$ cat config.mk
export PLATFORM = sky130hd
export DESIGN_NAME = uart_tx_arbiter
export DESIGN_NICKNAME = d
export VERILOG_FILES = /design/src/rtl/uart_tx_arbiter.sv
export SDC_FILE = /design/constraint.sdc
export NUM_CORES = 1
export LEC_CHECK = 0
export CAP_MARGIN = 10
export CORE_ASPECT_RATIO = 0.5
export CORE_UTILIZATION = 40
export CTS_BUF_LIST = sky130_fd_sc_hd__clkbuf_16
export DETAILED_ROUTE_END_ITERATION = 7
export GPL_ROUTABILITY_DRIVEN = 0
export GPL_TIMING_DRIVEN = 0
export PLACE_DENSITY = 0.75
export SYNTH_ARGS = -nofsm -noshare
export SYNTH_HDL_FRONTEND = slang
export SYNTH_SLANG_ARGS = --single-unit
export TNS_END_PERCENT = 30
$ cat constraint.sdc
create_clock -name i_clk -period 1.9 [get_ports i_clk]
set_input_delay 0.57 -clock i_clk [delete_from_list [all_inputs] [get_ports i_clk]]
set_output_delay 0.57 -clock i_clk [all_outputs]
set_load 0.02 [all_outputs]
$ cat src/rtl/uart_tx_arbiter.sv
// -----------------------------------------------------------------------------
// uart_tx_arbiter
//
// Purpose:
//   Shares one uart_tx transmitter between numReq byte producers. Requests are
//   served round-robin. Each frame is sequenced as IDLE -> SEND -> WAIT_DONE ->
//   GAP -> IDLE. SEND issues a one-cycle start pulse together with the grant.
//   WAIT_DONE blocks until uart_tx reports the frame finished. GAP adds one
//   guaranteed idle cycle between frames.
//
// Parameters:
//   numReq      number of requesters (2..8)
//   timeoutClks WAIT_DONE watchdog length in cycles (only with the macro below)
//
// Optional feature:
//   UART_ARB_TIMEOUT_EN  when defined, a watchdog aborts WAIT_DONE after
//                        timeoutClks cycles without i_txDone and pulses
//                        o_timeout. When undefined, WAIT_DONE waits forever and
//                        o_timeout is tied low.
//
// Ports:
//   i_clk      in   system clock, rising edge
//   i_rst      in   synchronous active-high reset
//   i_req      in   [numReq]    per-requester request level
//   i_data     in   [8*numReq]  byte of requester k at [8k+7:8k]
//   o_grant    out  [numReq]    one-hot 1-cycle pulse: byte accepted
//   o_txStart  out  1-cycle pulse to uart_tx: load o_txData and send
//   o_txData   out  [8]         byte for uart_tx, held until next grant
//   i_txDone   in   1-cycle pulse from uart_tx: frame finished
//   o_busy     out  high from SEND through GAP
//   o_timeout  out  1-cycle pulse on watchdog abort
// -----------------------------------------------------------------------------
module uart_tx_arbiter #(
    parameter int numReq      = 4,
    parameter int timeoutClks = 4096
) (
    input  logic                  i_clk,
    input  logic                  i_rst,
    input  logic [numReq-1:0]     i_req,
    input  logic [8*numReq-1:0]   i_data,
    output logic [numReq-1:0]     o_grant,
    output logic                  o_txStart,
    output logic [7:0]            o_txData,
    input  logic                  i_txDone,
    output logic                  o_busy,
    output logic                  o_timeout
);

    localparam int IDX_W = $clog2(numReq);
    // One extra bit so rrPtr + offset never overflows before the explicit wrap.
    localparam int SUM_W = IDX_W + 1;

    typedef enum logic [1:0] {
        IDLE      = 2'd0,
        SEND      = 2'd1,
        WAIT_DONE = 2'd2,
        GAP       = 2'd3
    } state_t;

    state_t             stateReg;
    logic [IDX_W-1:0]   rrPtr;
    logic [IDX_W-1:0]   winnerReg;
    logic [IDX_W-1:0]   winnerNext;
    logic               winnerFound;
    logic [numReq-1:0]  grantNext;
    logic [IDX_W-1:0]   candIdx [numReq];

    // candIdx[k] is the requester index visited k-th in the round-robin search,
    // i.e. rrPtr + k wrapped explicitly back to 0 past numReq-1.
    generate
        for (genvar gi = 0; gi < numReq; gi++) begin : g_cand
            logic [SUM_W-1:0] candSum;
            logic [SUM_W-1:0] candWrap;
            assign candSum  = {1'b0, rrPtr} + SUM_W'(gi);
            assign candWrap = (candSum >= SUM_W'(numReq)) ? (candSum - SUM_W'(numReq))
                                                          : candSum;
            assign candIdx[gi] = candWrap[IDX_W-1:0];
        end
    endgenerate

    // Walk the search order from the far end so the nearest pending requester
    // (smallest offset from rrPtr) is the last one written and therefore wins.
    always_comb begin
        winnerFound = 1'b0;
        winnerNext  = '0;
        for (int i = numReq - 1; i >= 0; i--) begin
            if (i_req[candIdx[i]]) begin
                winnerFound = 1'b1;
                winnerNext  = candIdx[i];
            end
        end
    end

    always_comb begin
        grantNext             = '0;
        grantNext[winnerNext] = 1'b1;
    end

`ifdef UART_ARB_TIMEOUT_EN
    localparam int TMR_W = $clog2(timeoutClks + 1);
    logic [TMR_W-1:0] waitCnt;
`else
    // timeoutClks only matters when the watchdog is built in.
    logic unusedTimeoutCfg;
    assign unusedTimeoutCfg = (timeoutClks != 0);
    assign o_timeout        = 1'b0;
`endif

    always_ff @(posedge i_clk) begin
        if (i_rst) begin
            stateReg  <= IDLE;
            rrPtr     <= '0;
            winnerReg <= '0;
            o_grant   <= '0;
            o_txStart <= 1'b0;
            o_txData  <= '0;
            o_busy    <= 1'b0;
`ifdef UART_ARB_TIMEOUT_EN
            waitCnt   <= '0;
            o_timeout <= 1'b0;
`endif
        end else begin
            // Pulse outputs default low; set only on the cycle that needs them.
            o_txStart <= 1'b0;
            o_grant   <= '0;
`ifdef UART_ARB_TIMEOUT_EN
            o_timeout <= 1'b0;
`endif
            case (stateReg)
                IDLE: begin
                    // Outputs are registered, so the SEND-cycle values are
                    // loaded here; requesters hold i_data stable until grant.
                    if (winnerFound) begin
                        winnerReg <= winnerNext;
                        o_txStart <= 1'b1;
                        o_grant   <= grantNext;
                        o_txData  <= i_data[{winnerNext, 3'b000} +: 8];
                        o_busy    <= 1'b1;
                        stateReg  <= SEND;
                    end
                end

                SEND: begin
                    // Next search starts just past the winner, wrapped by hand.
                    rrPtr    <= (winnerReg == IDX_W'(numReq - 1)) ? '0
                                                                  : winnerReg + 1'b1;
`ifdef UART_ARB_TIMEOUT_EN
                    waitCnt  <= '0;
`endif
                    stateReg <= WAIT_DONE;
                end

                WAIT_DONE: begin
                    if (i_txDone) begin
                        stateReg <= GAP;
`ifdef UART_ARB_TIMEOUT_EN
                    end else if (waitCnt == TMR_W'(timeoutClks - 1)) begin
                        // Abort straight to IDLE; the lost byte is not retried.
                        o_timeout <= 1'b1;
                        o_busy    <= 1'b0;
                        stateReg  <= IDLE;
                    end else begin
                        waitCnt   <= waitCnt + 1'b1;
`endif
                    end
                end

                GAP: begin
                    o_busy   <= 1'b0;
                    stateReg <= IDLE;
                end

                default: stateReg <= IDLE;
            endcase
        end
    end

endmodule

* Word level (Yosys, flattened, before mapping)
Index checks and enable logic that the tools add are counted.
Cells by class: add/subtract/negate cells 8, magnitude comparators 10, equal/unequal tests 6, shift operators 1, multiplexer cells 29, bitwise logic cells 2, reduce and logical (&&, ||, !) cells 8
Operators with widths (number):
- $shiftx A32 B6 Y8 | 1
- $mux W2 | 11
- $lt A2 B3 Y1 const B | 5
- $mux W1 | 11
- $ge A3 B3 Y1 const B | 3
- $bmux W1 S2 | 4
- $pmux W2 S4 | 1
- $sub A2 B1 Y2 const B | 4
- $add A2 B2 Y3 const B | 2
- $eq A2 B2 Y1 const B | 3
- $reduce_and A2 Y1 | 3
- $ne A2 B2 Y1 const B | 2
- $add A2 B1 Y3 const B | 1
- $ge A2 B3 Y1 const B | 1
- $reduce_or A3 Y1 | 1
- $add A2 B1 Y2 const B | 1
- $demux W1 S2 | 1
- $eq A2 B1 Y1 const B | 1
- $ge A2 B1 Y1 const B | 1
- $logic_not A2 Y1 | 1
- $not A1 Y1 | 2
- $pmux W1 S2 | 1
- $reduce_bool A2 Y1 | 1
- $reduce_or A2 Y1 | 1
- $logic_and A1 B1 Y1 | 1
Storage, ports and cells: bits in registers 20, output and inout port bits 15, logic and storage cells 71

* Longest topological paths before layout
Gate-level depths: netlist of the first run.
depth in word-level cells 13, depth in mapped cells 7, gate-level depth less buffers 7

* Least setup slack after synthesis of the first run
OpenSTA, ideal clock, no wires.
kind input port to flip-flop, start input i_req[2], end register o_txData[6], arrival 1.623 ns, data required time 1.767 ns, path slack 0.145 ns, stages on the path 6, buffers on the path 1, cells stage by stage nor2b_1 o21a_1 or3_1 buf_2 mux2i_1 o221ai_1
On the way: word-level cells in the longest chain between the ends 7
Ends and longest elaborated chain:
- start: declaration | RTL line 39 | input logic [numReq-1:0] i_req,
- $bmux W1 S2 | RTL line 87 | if (i_req[candIdx[i]]) begin
- $mux W1 (implied by the code) | RTL line 87
- $mux W2 / $mux W1 (equally long branches) (4 in series) | RTL line 87
- $shiftx A32 B6 Y8 / $reduce_and A2 Y1 (equally long branches)
- end signal: assignment | RTL line 137 | o_txData <= i_data[{winnerNext, 3'b000} +: 8];
- end: declaration | RTL line 43 | output logic [7:0] o_txData,
Several ways; a longest one is shown, not always the timed one. The select of a mux whose other input is x is not followed. A chain may end at the register's enable or synchronous reset.

* Final worst setup path of the first run
start input i_req[0], end register o_txData[0]
Same word-level chain as after synthesis.

==> impl_metrics.toml, run 1 <==
[min_path]
hold_class = "flip-flop to flip-flop"
holdPathStages = 2
holdPathEnd = "o_busy$_SDFFE_PP0P_"
hold_path.startpoint = "o_busy$_SDFFE_PP0P_"

[drt]
via_per_inst = 4.96
vias = 1130
post-route-drc-count = 0
drt-initial-drc-count = 44
wl_per_cell_um = 12.9
routed_wirelength_um = 2940
first_pass_iters = 4
postRouteAntennaNets = 0

[place]
io_buffers = 51
hpwl_um = 2170

[yosys]
synthesis.instances = 131
dominantRegCellSynth = "dfxtp_1"
ys_ff_latch = 20
synth_area_leader_cell = "dfxtp_1"
synth_cell_types = 30
avgSynthCellArea_sq_um = 8.62
synth_area_leaders = "dfxtp_1 (35%), mux2i_1 (11%), ha_1 (6.7%), a21boi_0 (4.7%), nand2_1 (4.7%)"
mappedNetlistArea_sq_um = 1130
synth_seq_area_share_pct = 35.5
async_reset_ff_share_pct = 0
synth_nets = 176
ys_warn_count = 0
synth_edf_count = 0
yosys.area.top_type_share_pct = 35.5

[status]
status = "finished clean"

[critical_path]
start_kind = "input port"
cp.arrival_ns = 1.95
required_ns = 2.01
r2r_cells = 8
critPathCaptureType = "flip-flop"
worstPathMaxFanout = 7
crit_type = "input port to flip-flop"
reg2reg_from = "stateReg[1]$_SDFFE_PP0P_"
reg2reg_setup_slack_ns = 0.16
r2r-end = "o_txData[0]$_SDFFE_PP0P_"

[final_layout]
multi_input_area_sq_um = 719
regArea_sq_um = 400
num-fill-cells = 216
area_delta_synth_final_pct = 63.2
fin_nets = 238
diodes = 0
drive_gt1_share_pct = 14.1

[sta]
setup_tns_ns = 0
finalMaxSlewViolations = 0
finalCritPeriodShare_pct = 96.7
setup_viol = 0
skew_ns = 0.00277
period_minus_slack_ns = 1.84
max_freq_ghz = 0.544
finalHoldViolCount = 0

[clocking]
cts_tree = "yes"
cts.sinks = 20
clk_latency_ns = 0.25
htreeDepth = 1
clk_pin_slew_ns = 0.05
clock_path_buffers = 2
cts_root_buf = "clkbuf_16"
cts_hold_buffers = 0
cts-buffers-inserted = 3

[floorplan]
dieHeight_um = 39.6
io_pins = 54
coreArea_sq_um = 2640
initial_utilization_pct = 42.8
die_w_um = 77.1
die-area_sq_um = 3050
placementRows = 13

[global_route]
grt_max_degree = 11
overflow = 0
grt_pass1_wl_um = 4500
grt_usage_pct = 19.7
antenna_found_initial = 0
grt_pass1_vias = 994

[power]
finalPower_w = 0.00219
pwr_density_cell_nw_per_um2 = 1190
leakagePower_nw = 0.752
irDropWorstVdd_v = 0.000717

[run]
max_cap_viol_count = 0
==> cell type report <==
class                           count  area share (%)
Inverter                            4           0.815
Buffer                              6            2.38
Sequential cell                    20            21.7
Timing Repair Buffer               57            29.4
Tap cell                           37            2.51
Multi-Input combinational cell    101            39.1
Clock buffer                        3            4.08
==> state kept, by name, summed over array words and instances (netlist names) <==
| signal | flops |
|---|---|
| rrPtr | 2 |
| o_txData | 8 |
| stateReg | 2 |
| o_txStart | 1 |
| o_busy | 1 |
| winnerReg | 2 |
| o_grant | 4 |
==> worst max-delay path by stage <==
stage                                    end      from  depth (start not counted)  slack [ns]
finish              o_txData[0]$_SDFFE_PP0P_  i_req[0]                          7        0.06
global route        o_txData[0]$_SDFFE_PP0P_  i_req[0]                          7       -0.01
CTS                 o_txData[7]$_SDFFE_PP0P_  i_req[2]                          7       0.006
detailed placement  o_txData[0]$_SDFFE_PP0P_  i_req[3]                          6       -0.65
global placement    o_txData[7]$_SDFFE_PP0P_  i_req[3]                          6       -0.62
floorplan           o_txData[6]$_SDFFE_PP0P_  i_req[2]                          6        0.14
==> kinds of logic (layout without fill, tap and decap cells) <==
group / count (synthesis) / after routing / synth area share (%)
flip-flops: 20 / 20 / 35.5
AO/OA/AOI/OAI: 32 / 32 / 20.8
other: 1 / 1 / 0.332
AND/OR/NAND/NOR: 50 / 50 / 22.0
adder cells (fa/ha/maj): 6 / 6 / 6.65
buffers and inverters: 10 / 70 / 4.10
multiplexers: 12 / 12 / 10.6
==> repair_timing <==
item,4_1_cts,5_1_grt
pin swaps,4,3
buffers inserted,5,1
endpoints found under the setup margin,14,8
gates resized for setup,14,13
==> power breakdown <==
group | switching, W | internal, W | leakage (nW)
combinational | 0.000558 | 0.000572 | 0.551
clock | 0.000143 | 0.000277 | 0.0370
sequential | 0.0000803 | 0.000563 | 0.165
==> worst max-delay path, stage by stage <==
cell	delay (ns)
clkdlybuf4s15_2	0.22
o41ai_4	0.49
or2_4	0.23
nor4_4	0.05
buf_4	0.16
o21ai_0	0.09
o211ai_1	0.13
==> layer usage <==
metal / share of wire (%) / GRT usage [%] / wire [um]
met3: 4.2 / 5.35 / 124
met4: 0 / 1.42 / 0
met5: 0 / 0 / 0
met1: 45 / 22.5 / 1340
met2: 50 / 39.6 / 1480
==> per-stage QoR <==
step | instances | cell area (sq um) | setup slack (ns) | utilization (%) | hold WS (ns)
final | 228 | 1840 | 0.0618 | 69.9 | 0.488
after global routing | 228 | 1840 | -0.00951 | 69.9 | 0.511
after CTS | 227 | 1820 | 0.00560 | 69.2 | 0.486
after detailed placement | 219 | 1690 | -0.650 | 64.0 | 0.476
after global placement | 219 | 1690 | -0.622 | 64.0 | 0.464
after floorplan | 131 | 1130 | 0.145 | - | 0.468
==> cells in the final DEF (no fill, tap or decap), types with 4 or more instances in the layout <==
cell type | Yosys | routed
a21boi_0 | 7 | 7
and3_1 | 7 | 7
buf_4 | 2 | 7
clkbuf_2 | 0 | 4
clkdlybuf4s50_1 | 0 | 47
dfxtp_1 | 20 | 20
ha_1 | 6 | 5
inv_1 | 4 | 4
mux2i_1 | 12 | 12
nand2_1 | 14 | 14
nor2_1 | 14 | 14
o211ai_1 | 7 | 7
o21ai_0 | 7 | 7
==> cell usage after synthesis, drive strengths merged (2+ instances only) <==
master	instances
nor2	14
o211ai	7
clkbuf	3
and3	7
inv	4
nor3	2
nor2b	6
dfxtp	20
o21a	3
nor4	2
ha	6
nand2	15
buf	3
a21oi	3
mux2i	12
a21boi	7
o21ai	8
(Power assumes the default switching activity.)
==> run 2, diff against run 1 <==
ABC_AREA = 1   (was unset)
CORE_UTILIZATION = 43   (was 40)
PLACE_DENSITY = 0.76   (was 0.75)
==> run 2 against run 1 <==
Compared with the run above: worst setup slack got worse by 0.016 ns; wire length rose by 56%; sequential share of layout area fell by 3.9 points; hold slack improved by 0.015 ns; largest cell class unchanged; first-iteration DRC count rose by 70%.
==> impl_metrics.toml, run 2 <==
[critical_path]
critPathCaptureType = "flip-flop"
cp.arrival_ns = 2.00
crit_type = "input port to flip-flop"
r2r_cells = 13
r2r-end = "o_txData[3]$_SDFFE_PP0P_"
start_kind = "input port"
reg2reg_from = "rrPtr[0]$_SDFFE_PP0N_"
worstPathMaxFanout = 10
reg2reg_setup_slack_ns = 0.09
required_ns = 2.04

[global_route]
antenna_found_initial = 0
grt_pass1_vias = 1330
grt_pass1_wl_um = 6270
grt_usage_pct = 26.6
grt_max_degree = 12
overflow = 0

[status]
status = "finished clean"

[floorplan]
placementRows = 13
initial_utilization_pct = 48.2
coreArea_sq_um = 2750
io_pins = 54
dieHeight_um = 41.3
die-area_sq_um = 3320
die_w_um = 80.5

[yosys]
synth_area_leaders = "dfxtp_1 (30%), nand3_1 (10%), nand2_1 (9.9%), nand4_1 (7.5%), ha_1 (5.7%)"
ys_warn_count = 0
async_reset_ff_share_pct = 0
synth_edf_count = 0
ys_top_cells_by_count = "nand2_1 (35), nand3_1 (27), dfxtp_1 (20), nor2_1 (20), nand4_1 (16)"
synth_seq_area_share_pct = 30.2
yosysMostFrequentCell = "nand2_1"
synth_cell_types = 24
synth_nets = 237
yosys.area.top_type_share_pct = 30.2
mappedNetlistArea_sq_um = 1330
avgSynthCellArea_sq_um = 6.91
synthesis.instances = 192
dominantRegCellSynth = "dfxtp_1"
synth_area_leader_cell = "dfxtp_1"
ys_ff_latch = 20

[clocking]
clock_path_buffers = 2
cts-buffers-inserted = 3
clk_latency_ns = 0.25
htreeDepth = 1
clk_pin_slew_ns = 0.05
cts.sinks = 20
cts_tree = "yes"
cts_root_buf = "clkbuf_16"

[sta]
finalHoldViolCount = 0
fin_ws_ns = 0.0459
rsz0062_at_grt = "yes"
period_minus_slack_ns = 1.85
skew_ns = 0.00310
finalMaxSlewViolations = 0
setup_viol = 0
whs_ns = 0.503
finalCritPeriodShare_pct = 97.6
max_freq_ghz = 0.539

[power]
pwr_density_cell_nw_per_um2 = 1840
leakagePower_nw = 1.03
irDropWorstVdd_v = 0.00116

[final_layout]
largest-register = "o_txData"
diodes = 0
top_regs = "o_txData x8, o_grant x4"
final_cell_mix = "clkdlybuf4s50_1 (48), nand2_1 (28), nand3_1 (20)"
largest_reg_flops = 8
final_common_cell = "clkdlybuf4s50_1"
drive_gt1_share_pct = 27.0
fin_nets = 313
area_delta_synth_final_pct = 70.1

[drt]
drt-initial-drc-count = 75
routed_wirelength_um = 4590
vias = 1612
wl_per_cell_um = 15.1
via_per_inst = 5.30
postRouteAntennaNets = 0
post-route-drc-count = 0
first_pass_iters = 5

[place]
hpwl_um = 2850
dp_slack_ns = -0.563
io_buffers = 52

[min_path]
hold_path.startpoint = "stateReg[1]$_SDFFE_PP0P_"
hold_class = "flip-flop to flip-flop"
holdPathStages = 2
holdPathEnd = "stateReg[1]$_SDFFE_PP0P_"

[run]
max_cap_viol_count = 0
run 2: changes by cell type in the layout (fill, tap and decap cells not counted), sizes merged, moves of 12 or more:
cell   change
nand4     +16
mux2i     -12
inv       +13
nand2     +30
buf       +18
nand3     +32
run 2: worst max-delay path, stage by stage:
cell	delay, ns
dlygate4sd2_1	0.24
inv_1	0.08
nand2_2	0.08
nand3_2	0.08
nand2_1	0.06
nand3_2	0.10
nand3_4	0.15
buf_4	0.21
nand4_1	0.11
nand3_2	0.12
nor2_1	0.12
nor2_1	0.06
run 2: power breakdown:
part / switching (W) / internal, W / total, W
Combinational: 0.00173 / 0.00131 / 0.00303
Clock: 0.000150 / 0.000280 / 0.000430
Sequential: 0.000102 / 0.000592 / 0.000693
Total: 0.00198 / 0.00218 / 0.00416
run 2: cells by family after synthesis:
| kind of cell | after synthesis | share of synthesized area [%] |
|---|---|---|
| simple gates | 118 | 44.6 |
| buf+inv | 27 | 10.5 |
| compound gates | 20 | 8.77 |
| flops | 20 | 30.2 |
| fa+ha+maj | 6 | 5.66 |
| other cells | 1 | 0.283 |
run 2: repair_timing:
action / 4_1_cts / 5_1_grt
setup buffers: 7 / 8
pin swaps: 14 / 11
gates resized for setup: 32 / 13
hold buffers: 0 / 0
gates cloned: 3 / 1
endpoints found under the setup margin: 18 / 13
run 2: cell type report:
| type | count | area, sq um |
|---|---|---|
| buffer | 10 | 101 |
| clock buffer | 3 | 75.1 |
| clock inverter | 1 | 3.75 |
| tap | 37 | 46.3 |
| fill | 172 | 493 |
| sequential | 20 | 403 |
| inverter | 17 | 66.3 |
| multi-input combinational | 145 | 901 |
| timing repair buffer | 71 | 659 |
run 2: worst max path at each step:
stage,slack (ns),startpoint,cells past startpoint,to
2_1_floorplan,0.23,i_req[1],12,o_txData[6]$_SDFFE_PP0P_
3_3_place_gp,-0.51,i_req[1],10,o_busy$_SDFFE_PP0P_
3_5_place_dp,-0.56,i_req[1],12,o_txData[3]$_SDFFE_PP0P_
4_1_cts,0.03,i_req[1],11,o_txData[3]$_SDFFE_PP0P_
5_1_grt,-0.03,i_req[0],11,o_txData[0]$_SDFFE_PP0P_
6_report,0.05,i_req[2],12,o_txData[3]$_SDFFE_PP0P_
run 2: stage by stage:
| step | util [%] | power (W) | area, sq um | setup TNS, ns | cells |
|---|---|---|---|---|---|
| floorplan | - | 0.00226 | 1330 | 0 | 192 |
| global placement | 68.9 | 0.00290 | 1890 | -8.04 | 281 |
| detailed placement | 68.9 | 0.00294 | 1890 | -8.60 | 281 |
| CTS | 78.0 | 0.00384 | 2140 | 0 | 295 |
| global route | 82.1 | 0.00442 | 2260 | -0.215 | 304 |
| finish | 82.1 | 0.00416 | 2260 | 0 | 304 |
run 2: layer usage:
| metal | global-route usage (%) | up-vias | part of all wire (%) |
|---|---|---|---|
| met5 | 0 | - | 0 |
| met4 | 8.04 | 0 | 1.1 |
| met3 | 4.44 | 8 | 4.6 |
| met2 | 47.9 | 54 | 46 |
| met1 | 33.9 | 752 | 48 |
| li1 | - | 798 | - |
